$ cat config.mk
export PLATFORM = sky130hd
export DESIGN_NAME = systolic_host_seq
export DESIGN_NICKNAME = d
export VERILOG_FILES = /design/src/rtl/systolic_host_seq.sv
export SDC_FILE = /design/constraint.sdc
export NUM_CORES = 1
export LEC_CHECK = 0
export ABC_AREA = 1
export CAP_MARGIN = 10
export CORE_ASPECT_RATIO = 1.5
export CORE_UTILIZATION = 60
export DETAILED_ROUTE_END_ITERATION = 16
export DONT_BUFFER_PORTS = 1
export GPL_ROUTABILITY_DRIVEN = 0
export PLACE_DENSITY = 0.76
export SLEW_MARGIN = 20
export SYNTH_ARGS = -nofsm -noshare
export SYNTH_HDL_FRONTEND = slang
export SYNTH_SLANG_ARGS = --single-unit
export TNS_END_PERCENT = 50
$ cat constraint.sdc
create_clock -name clk -period 32.9 [get_ports clk]
set_input_delay 4.935 -clock clk [delete_from_list [all_inputs] [get_ports clk]]
set_output_delay 4.935 -clock clk [all_outputs]
set_load 0.01 [all_outputs]
$ cat src/rtl/systolic_host_seq.sv
// Host-side sequencer for the 3x3 systolic accelerator: buffers weights, restarts and feeds
// the accelerator, captures its serialized result words and serves them as 16-bit lanes.
module systolic_host_seq #(
  parameter int unsigned LOAD_WORDS   = 5,
  parameter int unsigned RUN_CYCLES   = 9,
  parameter int unsigned RESULT_WORDS = 5
) (
  input  logic        clk,
  input  logic        reset,
  input  logic        wr_valid,
  output logic        wr_ready,
  input  logic [31:0] wr_data,
  input  logic [23:0] act_i,
  input  logic        start,
  output logic        busy,
  output logic        done,
  input  logic [3:0]  rd_idx,
  output logic [15:0] rd_data,
  output logic        acc_rst,
  output logic [31:0] acc_data,
  output logic [23:0] acc_in,
  input  logic [31:0] acc_out
);

  localparam int unsigned DW     = 32;
  localparam int unsigned LW     = 16;
  localparam int unsigned IW     = 4;
  localparam int unsigned LANES  = 2 * RESULT_WORDS - 1;
  localparam int unsigned PH_MAX = (LOAD_WORDS > RUN_CYCLES)
                                   ? ((LOAD_WORDS > RESULT_WORDS) ? LOAD_WORDS : RESULT_WORDS)
                                   : ((RUN_CYCLES > RESULT_WORDS) ? RUN_CYCLES : RESULT_WORDS);
  localparam int unsigned CW     = $clog2(PH_MAX + 1);
  localparam int unsigned WW     = $clog2(LOAD_WORDS + 1);
  localparam int unsigned LIW    = $clog2(LOAD_WORDS);
  localparam int unsigned CIW    = $clog2(RESULT_WORDS);

  typedef enum logic [2:0] {
    S_IDLE,
    S_KICK,
    S_LOAD,
    S_RUN,
    S_CAPTURE,
    S_DONE
  } state_t;

  state_t state, state_nx;
  logic [CW-1:0] cnt, cnt_nx;
  logic [WW-1:0] wcnt, wcnt_nx;
  logic          wr_take_c;
  logic          start_take_c;

  logic [LOAD_WORDS-1:0][DW-1:0]     wbuf;
  logic [RESULT_WORDS-1:0][DW-1:0]   cap;
  logic [2*RESULT_WORDS-1:0][LW-1:0] lanes_c;

  // Lane n is the n-th 16-bit slice of the capture buffer, low half of each word first.
  assign lanes_c = cap;

  // Phase sequencing; start is qualified on the fill count before this cycle's write.
  always_comb begin
    state_nx     = state;
    cnt_nx       = cnt;
    wcnt_nx      = wcnt;
    wr_take_c    = wr_valid && wr_ready;
    start_take_c = (state == S_IDLE) && start && (wcnt == WW'(LOAD_WORDS));
    if (wr_take_c) wcnt_nx = wcnt + WW'(1);
    case (state)
      S_IDLE: begin
        if (start_take_c) state_nx = S_KICK;
      end
      S_KICK: begin
        state_nx = S_LOAD;
        cnt_nx   = '0;
      end
      S_LOAD: begin
        cnt_nx = cnt + CW'(1);
        if (cnt == CW'(LOAD_WORDS - 1)) begin
          state_nx = S_RUN;
          cnt_nx   = '0;
        end
      end
      S_RUN: begin
        cnt_nx = cnt + CW'(1);
        if (cnt == CW'(RUN_CYCLES - 1)) begin
          state_nx = S_CAPTURE;
          cnt_nx   = '0;
        end
      end
      S_CAPTURE: begin
        cnt_nx = cnt + CW'(1);
        if (cnt == CW'(RESULT_WORDS - 1)) begin
          state_nx = S_DONE;
          cnt_nx   = '0;
        end
      end
      S_DONE: begin
        state_nx = S_IDLE;
        wcnt_nx  = '0;
      end
      default: state_nx = S_IDLE;
    endcase
  end

  always_ff @(posedge clk or posedge reset) begin
    if (reset) begin
      state <= S_IDLE;
      cnt   <= '0;
      wcnt  <= '0;
    end else begin
      state <= state_nx;
      cnt   <= cnt_nx;
      wcnt  <= wcnt_nx;
    end
  end

  // Outputs and buffers; accelerator-facing signals trail the phase state by one cycle.
  always_ff @(posedge clk or posedge reset) begin
    if (reset) begin
      wr_ready <= 1'b0;
      busy     <= 1'b0;
      done     <= 1'b0;
      acc_rst  <= 1'b1;
      acc_data <= '0;
      acc_in   <= '0;
      wbuf     <= '0;
      cap      <= '0;
      rd_data  <= '0;
    end else begin
      wr_ready <= (state_nx == S_IDLE) && (wcnt_nx < WW'(LOAD_WORDS));
      busy     <= (state_nx != S_IDLE);
      done     <= (state == S_DONE);
      acc_rst  <= (state == S_KICK);
      acc_data <= (state == S_LOAD) ? wbuf[LIW'(cnt)] : '0;
      if (start_take_c) acc_in <= act_i;
      if (wr_take_c) wbuf[LIW'(wcnt)] <= wr_data;
      if (state == S_CAPTURE) cap[CIW'(cnt)] <= acc_out;
      rd_data  <= (rd_idx < IW'(LANES)) ? lanes_c[rd_idx] : '0;
    end
  end

endmodule

Word-level counts from Yosys, hierarchy flattened
Index checks and enable logic that the tools add are counted.
- flip-flop bits (word level): 406
- input bits: 96
- output and inout bits: 76
- reductions and logical operators: 11
- eq/ne operators: 8
- mux-type cells: 22
- $add $sub $neg: 2
- order comparisons: 7
- operators by type and width (operator ; number):
    160-bit bitwise mux ; 2
    32-bit demux with 3-bit select ; 2
    32-bit 2-to-1 mux ; 4
    32-bit binary-select mux with 3-bit select ; 1
    16-bit binary-select mux with 4-bit select ; 1
    16-bit 2-to-1 mux ; 2
    3-bit 2-to-1 mux ; 6
    3-bit one-hot mux with 5 select lines ; 1
    4-bit one-hot mux with 3 select lines ; 1
    3-bit == test, second input constant ; 3
    3-bit by 4-bit < comparator with 1-bit output, second input constant ; 2
    4-bit 2-to-1 mux ; 2
    3-bit by 2-bit == test with 1-bit output, second input constant ; 2
    3-bit by 1-bit >= comparator with 1-bit output, second input constant ; 2
    1-bit logical AND ; 6
    3-bit zero test ; 2
    3-bit nonzero test ; 2
    4-bit by 5-bit < comparator with 1-bit output, second input constant ; 1
    4-bit by 1-bit adder with 4-bit output, second input constant ; 1
    4-bit by 3-bit == test with 1-bit output, second input constant ; 1
    4-bit == test, second input constant ; 1
    4-bit < comparator, second input constant ; 1
    3-bit by 1-bit adder with 3-bit output, second input constant ; 1
    3-bit by 1-bit == test with 1-bit output, second input constant ; 1
    other kinds (2) ; 2

Longest topological paths before layout
Gate-level depths: netlist of run 1.
- word-level depth: 7
- mapped depth: 9
- mapped depth without buffers: 8

Worst setup path after synthesis of run 1
OpenSTA, ideal clock, no wires.
- path kind: input to register
- start: input rd_idx[1]
- end: register rd_data[0]
- path slack: 26.978 ns
- data arrival time: 5.804 ns
- setup time: 0.118 ns
- stages: 8
- path through: buf_2 inv_1 clkbuf_1 nor2_1 o21ai_0 nand3_1 nand3_1 nand2_1
- word-level cells in the longest chain between the ends: 3
- ends and longest elaborated chain (item ; RTL line ; RTL):
    start: declaration ; 17 ; input logic [3:0] rd_idx,
    16-bit binary-select mux with 4-bit select ; 137 ; rd_data <= (rd_idx < IW'(LANES)) ? lanes_c[rd_idx] : '0;
    16-bit 2-to-1 mux (implied by the code) ; 137 ;
    16-bit 2-to-1 mux (*) ; 137 ;
    end signal: assignment ; 137 ;
    end: declaration ; 18 ; output logic [15:0] rd_data,
Mark *: on every way between the ends. The rest lies on a longest branch, timed or not. The select of a mux whose other input is x is not followed.
A chain may end at the register's enable or synchronous reset.

==> results of run 1 <==
## synth_stat cells
| master | number |
|---|---|
| nand3_2 | 2 |
| a21oi_1 | 19 |
| clkinv_1 | 2 |
| buf_4 | 5 |
| or3b_2 | 1 |
| a22oi_1 | 14 |
| dfstp_2 | 1 |
| inv_1 | 101 |
| nand3_1 | 59 |
| nor2_1 | 206 |
| nor2_8 | 1 |
| buf_2 | 39 |
| clkbuf_1 | 56 |
| o22ai_1 | 2 |
| buf_6 | 3 |
| nand2_2 | 4 |
| nor3_4 | 1 |
| o21ai_1 | 54 |
| ha_1 | 4 |
| a31oi_1 | 4 |
| xnor2_1 | 1 |
| clkbuf_2 | 3 |
| dfrtp_1 | 389 |
| inv_2 | 6 |
| xor2_1 | 2 |
| o31ai_1 | 1 |
| o21ai_0 | 377 |
| nand3_4 | 2 |
| nor4_4 | 1 |
| nand3b_1 | 1 |
| buf_1 | 5 |
| nand2_1 | 507 |
| nor2_2 | 2 |
## through the flow
stage          cell area, um2  total power [mW]  util, %  hold slack, ns
3_5_place_dp            16300              1.01     61.5           0.463
2_1_floorplan           16300             0.924        -           0.448
3_3_place_gp            16300             0.988     61.5           0.460
4_1_cts                 17600              1.46     66.4           0.477
6_report                17700              1.45     66.5           0.478
5_1_grt                 17700              1.54     66.5           0.499
## final cells by class
cell class | instances | area (um2)
diodes | 4 | 10.0
inverters | 109 | 417
fillers | 2167 | 8920
repair buffers | 13 | 110
clock inverters | 10 | 161
well taps | 337 | 422
clock buffers | 57 | 1140
flip-flops and latches | 390 | 9760
multi-input cells | 1265 | 5640
## final timing paths
path | from | to | slack (ns)
max | reset | cap[6]$_DFFE_PP0P_ | 26.84
min | cap[136]$_DFFE_PP0P_ | rd_data[8]$_DFF_PP0_ | 0.48
max reg2reg | cnt[0]$_DFFE_PP0P_ | cap[69]$_DFFE_PP0P_ | 30.00
min reg2reg | cap[136]$_DFFE_PP0P_ | rd_data[8]$_DFF_PP0_ | 0.48
max in group clk | acc_rst$_DFF_PP1_ | acc_rst | 26.88
min in group asynchronous | reset | acc_in[22]$_DFFE_PP0P_ | 4.43
## where the power goes
group | switching [mW] | total (mW) | internal, mW
clock network | 0.180 | 0.452 | 0.272
logic | 0.185 | 0.286 | 0.101
registers | 0.0932 | 0.712 | 0.619
## registers in the layout, indices dropped and copies added (netlist names)
signal and cells:
wcnt 3, busy 1, rd_data 16, wr_ready 1
acc_data 32, cnt 4, cap 144, acc_in 24
acc_rst 1, wbuf 160, done 1, state 3
## routing by layer
metal	GRT usage [%]	vias to the layer above	part of all wire, %	wire length (um)
met2	50.4	373	52	19600
met1	34.2	5965	39	15000
met3	4.61	88	5.3	2020
li1	-	5929	-	-
met4	13.4	0	3.7	1420
met5	0	-	0	0
## kinds of logic after synthesis
kind of cell,after synthesis
AOI/OAI and AO/OA,471
buffers and inverters,220
and+or+nand+nor,787
xor gates and xnor gates,3
adders and majority gates,4
DFF,390
==> results.yml, run 1 <==
timing:
  final_period_minus_worst_setup_slack_ns: 6.06
  tightestPinTransition_ns: 0.994
  setup_total_negative_slack_ns: 0
  achievable-frequency_mhz: 165
  final-max-slew-violation-count: 0
  grt_setup_unrepaired: "false"
  finClkSkew_ns: 0.0196
  setup-violations-final: 0
  timing.final.hold_violations: 0
  post-route-period-util_pct: 18.4
  timing.max_slew.rel_slack_pct: 33.7
  postLayoutSetupSlackWorst_ns: 26.84
synth:
  multiplexer_fraction_of_the_synthesized_cell_area_pct: 0
  synth-adder-area-share_pct: 0.307
  synth_compound_area_share_pct: 14.7
  synth.net_count: 1975
  synth.top_cells.by_area: "dfrtp_1, nand2_1, o21ai_0"
  dominant_combinational_cell_family_by_area_after_synthesis: "simple AND/OR/NAND/NOR gates"
  netlist_area_before_placement_mm2: 0.0163
  synthDominantAreaCellType: "dfrtp_1"
  post-synth-top-area-fraction_pct: 59.7
  synthSimpleGateAreaFrac_pct: 19.3
  ys_ff_latch: 390
  avg_cell_area_syn_um2: 8.69
  synth_warnings: 0
  synth-seq-area-share_pct: 59.9
  number_of_standard_cells_after_synthesis: 1875
  synth-xor-area-share_pct: 0.161
  synth_cell_types: 33
run:
  maxCapViolations: 0
critical_path:
  slowest_stage: "buf_4"
  worst_setup_path_end_kind: "async pin"
  critical_path.n_buffers_inverters: 2
  worst-path-stages: 2
  critPathArrivalTime_ns: 6.56
  critical_path.top_delay_family: "buffers and inverters"
  data_required_time_of_the_worst_path_ns: 33.40
  timing.setup.critical_path_class: "primary input to async pin"
  timing.critical_path.fanout_max: 136
  worst_path_largest_cell_delay_ns: 0.91
  reg2reg_depth: 5
  critPathLaunchType: "primary input"
  cells_along_the_critical_path: "inv_8 > buf_4"
die:
  fp.dieArea_mm2: 0.0278
  die_h_um: 204
  placementRows: 73
  die_w_um: 137
  number_of_ports_placed_on_the_die_boundary: 172
  core_mm2: 0.0266
  starting_density_pct: 61.3
routing:
  routed_wire_length_per_instance_um: 17.4
  via_count: 12400
  totalWireLength_mm: 38.1
  first_iter_violations: 852
  drc: 0
  detailedRoute.firstPassIterationCount: 6
  viasPerCell: 5.65
  route.antenna.remaining_nets: 0
cts:
  cts_num_sinks: 390
  cts.path.max_buffers: 3
  cts-buffers-inserted: 37
  clock_insertion_delay_worst_skew_ns: 0.53
  post_cts_buffers: 0
  tritoncts: "yes"
  htree_levels: 2
  cts.reportedPaths.clkPinSlew_ns: 0.06
  post_cts_resized: 0
  holdBufCountCts: 0
  clock-root-buffer: "clkbuf_16"
status:
  run_status: "finished clean"
placement:
  detailedPlace.worstSlack_ns: 26.23
  place.detailed.instances: 2114
  dp_hpwl_mm: 22.4
  port_buffers: 0
cells_and_area:
  post_route_cells_drive_above_1_share_pct: 5.26
  post_layout_nets: 1916
  final_common_cell: "nand2_1"
  final-instance-count-excl-fill: 2185
  syn2layout_area_growth_pct: 8.38
  layout_common_cells: "nand2_1, dfrtp_1, o21ai_0"
global_routing:
  gr-total-overflow: 0
  gr-usage-all-layers_pct: 28.7
  first_pass_grt_wire_length_mm: 62.1
  grt_max_degree: 175
  number_of_antenna_violations_at_the_first_check_in_global_routing: 4
  first_global_vias: 12300
min_path:
  hold_path_depth: 2
  hold_path_class: "register to register"
power_and_ir_drop:
  leakage_nw: 8.74
  vdd_ir_drop_max_v: 0.0000747
  powerDensity_mw_per_mm2: 82.2
No activity file was read; power rests on OpenSTA's default activity.
==> run 2, diff against run 1 <==
--- a/config.mk
+++ b/config.mk
@@ -5,14 +5,14 @@
 export SDC_FILE = /design/constraint.sdc
 export NUM_CORES = 1
 export LEC_CHECK = 0
-export ABC_AREA = 1
+export ABC_AREA = 0
 export CAP_MARGIN = 10
 export CORE_ASPECT_RATIO = 1.5
-export CORE_UTILIZATION = 60
+export CORE_UTILIZATION = 57
 export DETAILED_ROUTE_END_ITERATION = 16
 export DONT_BUFFER_PORTS = 1
 export GPL_ROUTABILITY_DRIVEN = 0
-export PLACE_DENSITY = 0.76
+export PLACE_DENSITY = 0.75
 export SLEW_MARGIN = 20
 export SYNTH_ARGS = -nofsm -noshare
 export SYNTH_HDL_FRONTEND = slang
==> constraint.sdc (replaced) <==
create_clock -name clk -period 5 [get_ports clk]
set_input_delay 0.75 -clock clk [delete_from_list [all_inputs] [get_ports clk]]
set_output_delay 0.75 -clock clk [all_outputs]
set_load 0.01 [all_outputs]
==> run 2 against run 1 <==
Effect of this change: count of clock-buffer cells in the layout stayed put; worst setup slack worse by 25 ns; critical path type is now register to register; final area is 3.1% higher; non-clock buffer count is 7 higher; power grew to 6.7 times the previous value; clock power grew to 6.0 times the previous value; sequential share of layout area is 1.7 points lower; combinational power grew to 7.8 times the previous value; sequential cell count stayed put.
==> results.yml, run 2 <==
die:
  die_w_um: 142
  starting_density_pct: 58.1
  die_h_um: 212
  fp.dieArea_mm2: 0.0300
  core_mm2: 0.0287
  placementRows: 76
  number_of_ports_placed_on_the_die_boundary: 172
cts:
  cts-buffers-inserted: 37
  htree_levels: 2
  holdBufCountCts: 0
  clock_insertion_delay_worst_skew_ns: 0.53
  cts_num_sinks: 390
  tritoncts: "yes"
  post_cts_resized: 0
  post_cts_buffers: 0
  clock-root-buffer: "clkbuf_16"
  cts.path.max_buffers: 3
  cts.reportedPaths.clkPinSlew_ns: 0.06
routing:
  routed_wire_length_per_instance_um: 22.2
  viasPerCell: 5.98
  detailedRoute.firstPassIterationCount: 4
  totalWireLength_mm: 34.4
  route.antenna.remaining_nets: 0
  drc: 0
  first_iter_violations: 358
  via_count: 9269
critical_path:
  timing.critical_path.fanout_max: 32
  r2r-end: "cap[78]$_DFFE_PP0P_"
  slowest_stage: "dfrtp_2"
  reg2reg_depth: 3
  reg2reg_slack_ns: 2.33
  worst_path_largest_cell_delay_ns: 0.83
  critical_path.top_delay_family: "flip-flops"
  timing.setup.critical_path_class: "register to register"
  cells_along_the_critical_path: "buf_4 > nand3_2 > mux2_2"
  critPathArrivalTime_ns: 3.06
  worst_setup_path_end_kind: "register"
  data_required_time_of_the_worst_path_ns: 5.40
  critPathLaunchType: "register"
  worst_r2r_startpoint: "cnt[1]$_DFFE_PP0P_"
  critical_path.n_buffers_inverters: 1
cells_and_area:
  area_occupied_by_multi_input_gates_mm2: 0.00657
  final_cell_area_mm2: 0.0182
  final-instance-count-excl-fill: 1550
  antenna_cells: 0
  fillerInstances: 2165
  top_regs: "wbuf: 160 flops, cap: 144 flops, acc_data: 32 flops"
  post_layout_nets: 1234
  layout_common_cells: "dfrtp_1, mux2_2, nand2_1"
  layout.area.seq_mm2: 0.00976
  post_route_cells_drive_above_1_share_pct: 39.2
  syn2layout_area_growth_pct: 9.08
  registers.top_by_ff_count: "wbuf"
  final_common_cell: "dfrtp_1"
  largest_register_ff_count: 160
timing:
  post-route-period-util_pct: 53.3
  timing.hold.ws_ns: 0.112
  setup-violations-final: 0
  tightestPinTransition_ns: 0.905
  timing.max_slew.rel_slack_pct: 39.7
  timing.final.hold_violations: 0
  final-max-slew-violation-count: 0
  final_period_minus_worst_setup_slack_ns: 2.67
  grt_setup_unrepaired: "false"
  finClkSkew_ns: 0.0202
  achievable-frequency_mhz: 375
  postLayoutSetupSlackWorst_ns: 2.33
synth:
  synth_enable_flop_cells: 0
  synth-xor-area-share_pct: 0.210
  synth.net_count: 1251
  netlist_area_before_placement_mm2: 0.0167
  synth_warnings: 0
  dominant_combinational_cell_family_by_area_after_synthesis: "multiplexers"
  synthArstFlopShare_pct: 100
  synth.most_common_cell: "dfrtp_1"
  post-synth-top-area-fraction_pct: 58.3
  synth-seq-area-share_pct: 58.5
  ys_ff_latch: 390
  synth-adder-area-share_pct: 0.300
  multiplexer_fraction_of_the_synthesized_cell_area_pct: 29.1
  synthSimpleGateAreaFrac_pct: 3.48
  synth_compound_area_share_pct: 5.98
  synthDominantAreaCellType: "dfrtp_1"
  synth_commonest_cells: "dfrtp_1, mux2_2, nand2_1"
  dominantRegCellSynth: "dfrtp_1"
  synth_cell_types: 52
  avg_cell_area_syn_um2: 14.5
  number_of_standard_cells_after_synthesis: 1151
  synth.top_cells.by_area: "dfrtp_1, mux2_2, mux2_4"
global_routing:
  gr-usage-all-layers_pct: 24.0
  first_global_vias: 10200
  gr-total-overflow: 0
  number_of_antenna_violations_at_the_first_check_in_global_routing: 0
  grt_max_degree: 157
  first_pass_grt_wire_length_mm: 55.5
power_and_ir_drop:
  sequentialPowerShare_pct: 48.8
  swShare_pct: 30.0
  power.combinational.fraction_pct: 23.1
  powerDensity_mw_per_mm2: 533
  p_int_mw: 6.79
  power.switching_mw: 2.91
  vdd_ir_drop_max_v: 0.000368
  leakage_nw: 8.05
  clock_power_share_pct: 28.2
placement:
  place_area_mm2: 0.0170
  detailedPlace.worstSlack_ns: 2.35
  place.detailed.instances: 1484
  dp_hpwl_mm: 21.2
  port_buffers: 0
status:
  run_status: "finished clean"
run:
  maxCapViolations: 0
min_path:
  hold_path_class: "primary input to async pin"
==> run 2: kinds of logic after synthesis <==
kind of cell	count (synthesis)
AND/OR/NAND/NOR	119
adder cells (fa/ha/maj)	4
multiplexers	409
AO/OA/AOI/OAI	142
buffers and inverters	83
XOR/XNOR	4
flip-flops	390
==> run 2: cell type report <==
class	count	area share, %
inverters	7	0.165
flip-flops and latches	390	53.6
multi-input cells	678	36.1
clock buffers	57	6.06
well taps	390	2.68
clock inverters	8	0.405
repair buffers	20	1.03
==> run 2: how the worst max path moves through the flow <==
| stage | start | depth (start not counted) | to |
|---|---|---|---|
| after floorplan | reset | 1 | acc_data[0]$_DFF_PP0_ |
| after global placement | cnt[1]$_DFFE_PP0P_ | 3 | cap[94]$_DFFE_PP0P_ |
| after detailed placement | cnt[1]$_DFFE_PP0P_ | 3 | cap[64]$_DFFE_PP0P_ |
| after CTS | cnt[1]$_DFFE_PP0P_ | 3 | cap[78]$_DFFE_PP0P_ |
| after global routing | cnt[1]$_DFFE_PP0P_ | 3 | cap[78]$_DFFE_PP0P_ |
| final | cnt[1]$_DFFE_PP0P_ | 3 | cap[78]$_DFFE_PP0P_ |
==> run 2: power by group through the flow <==
stage,registers (mW),clock network [mW],logic (mW)
global route,4.84,2.92,2.45
global placement,4.74,0,2.17
floorplan,4.50,0,1.93
detailed placement,4.78,0,2.25
finish,4.73,2.73,2.24
CTS,4.73,2.80,2.25
==> run 2: stage by stage <==
stage	utilization, %	setup TNS [ns]	total power [mW]
after floorplan	-	-387.09	6.42
after global placement	59.2	0	6.91
after detailed placement	59.2	0	7.03
after CTS	63.3	0	9.79
after global routing	63.4	0	10.2
final	63.4	0	9.70
==> run 2: metal layers <==
layer,part of all wire (%),track usage [%]
met4,2.2,7.64
met5,0,0
met2,53,42.6
met1,40,28.4
met3,5.5,5.81
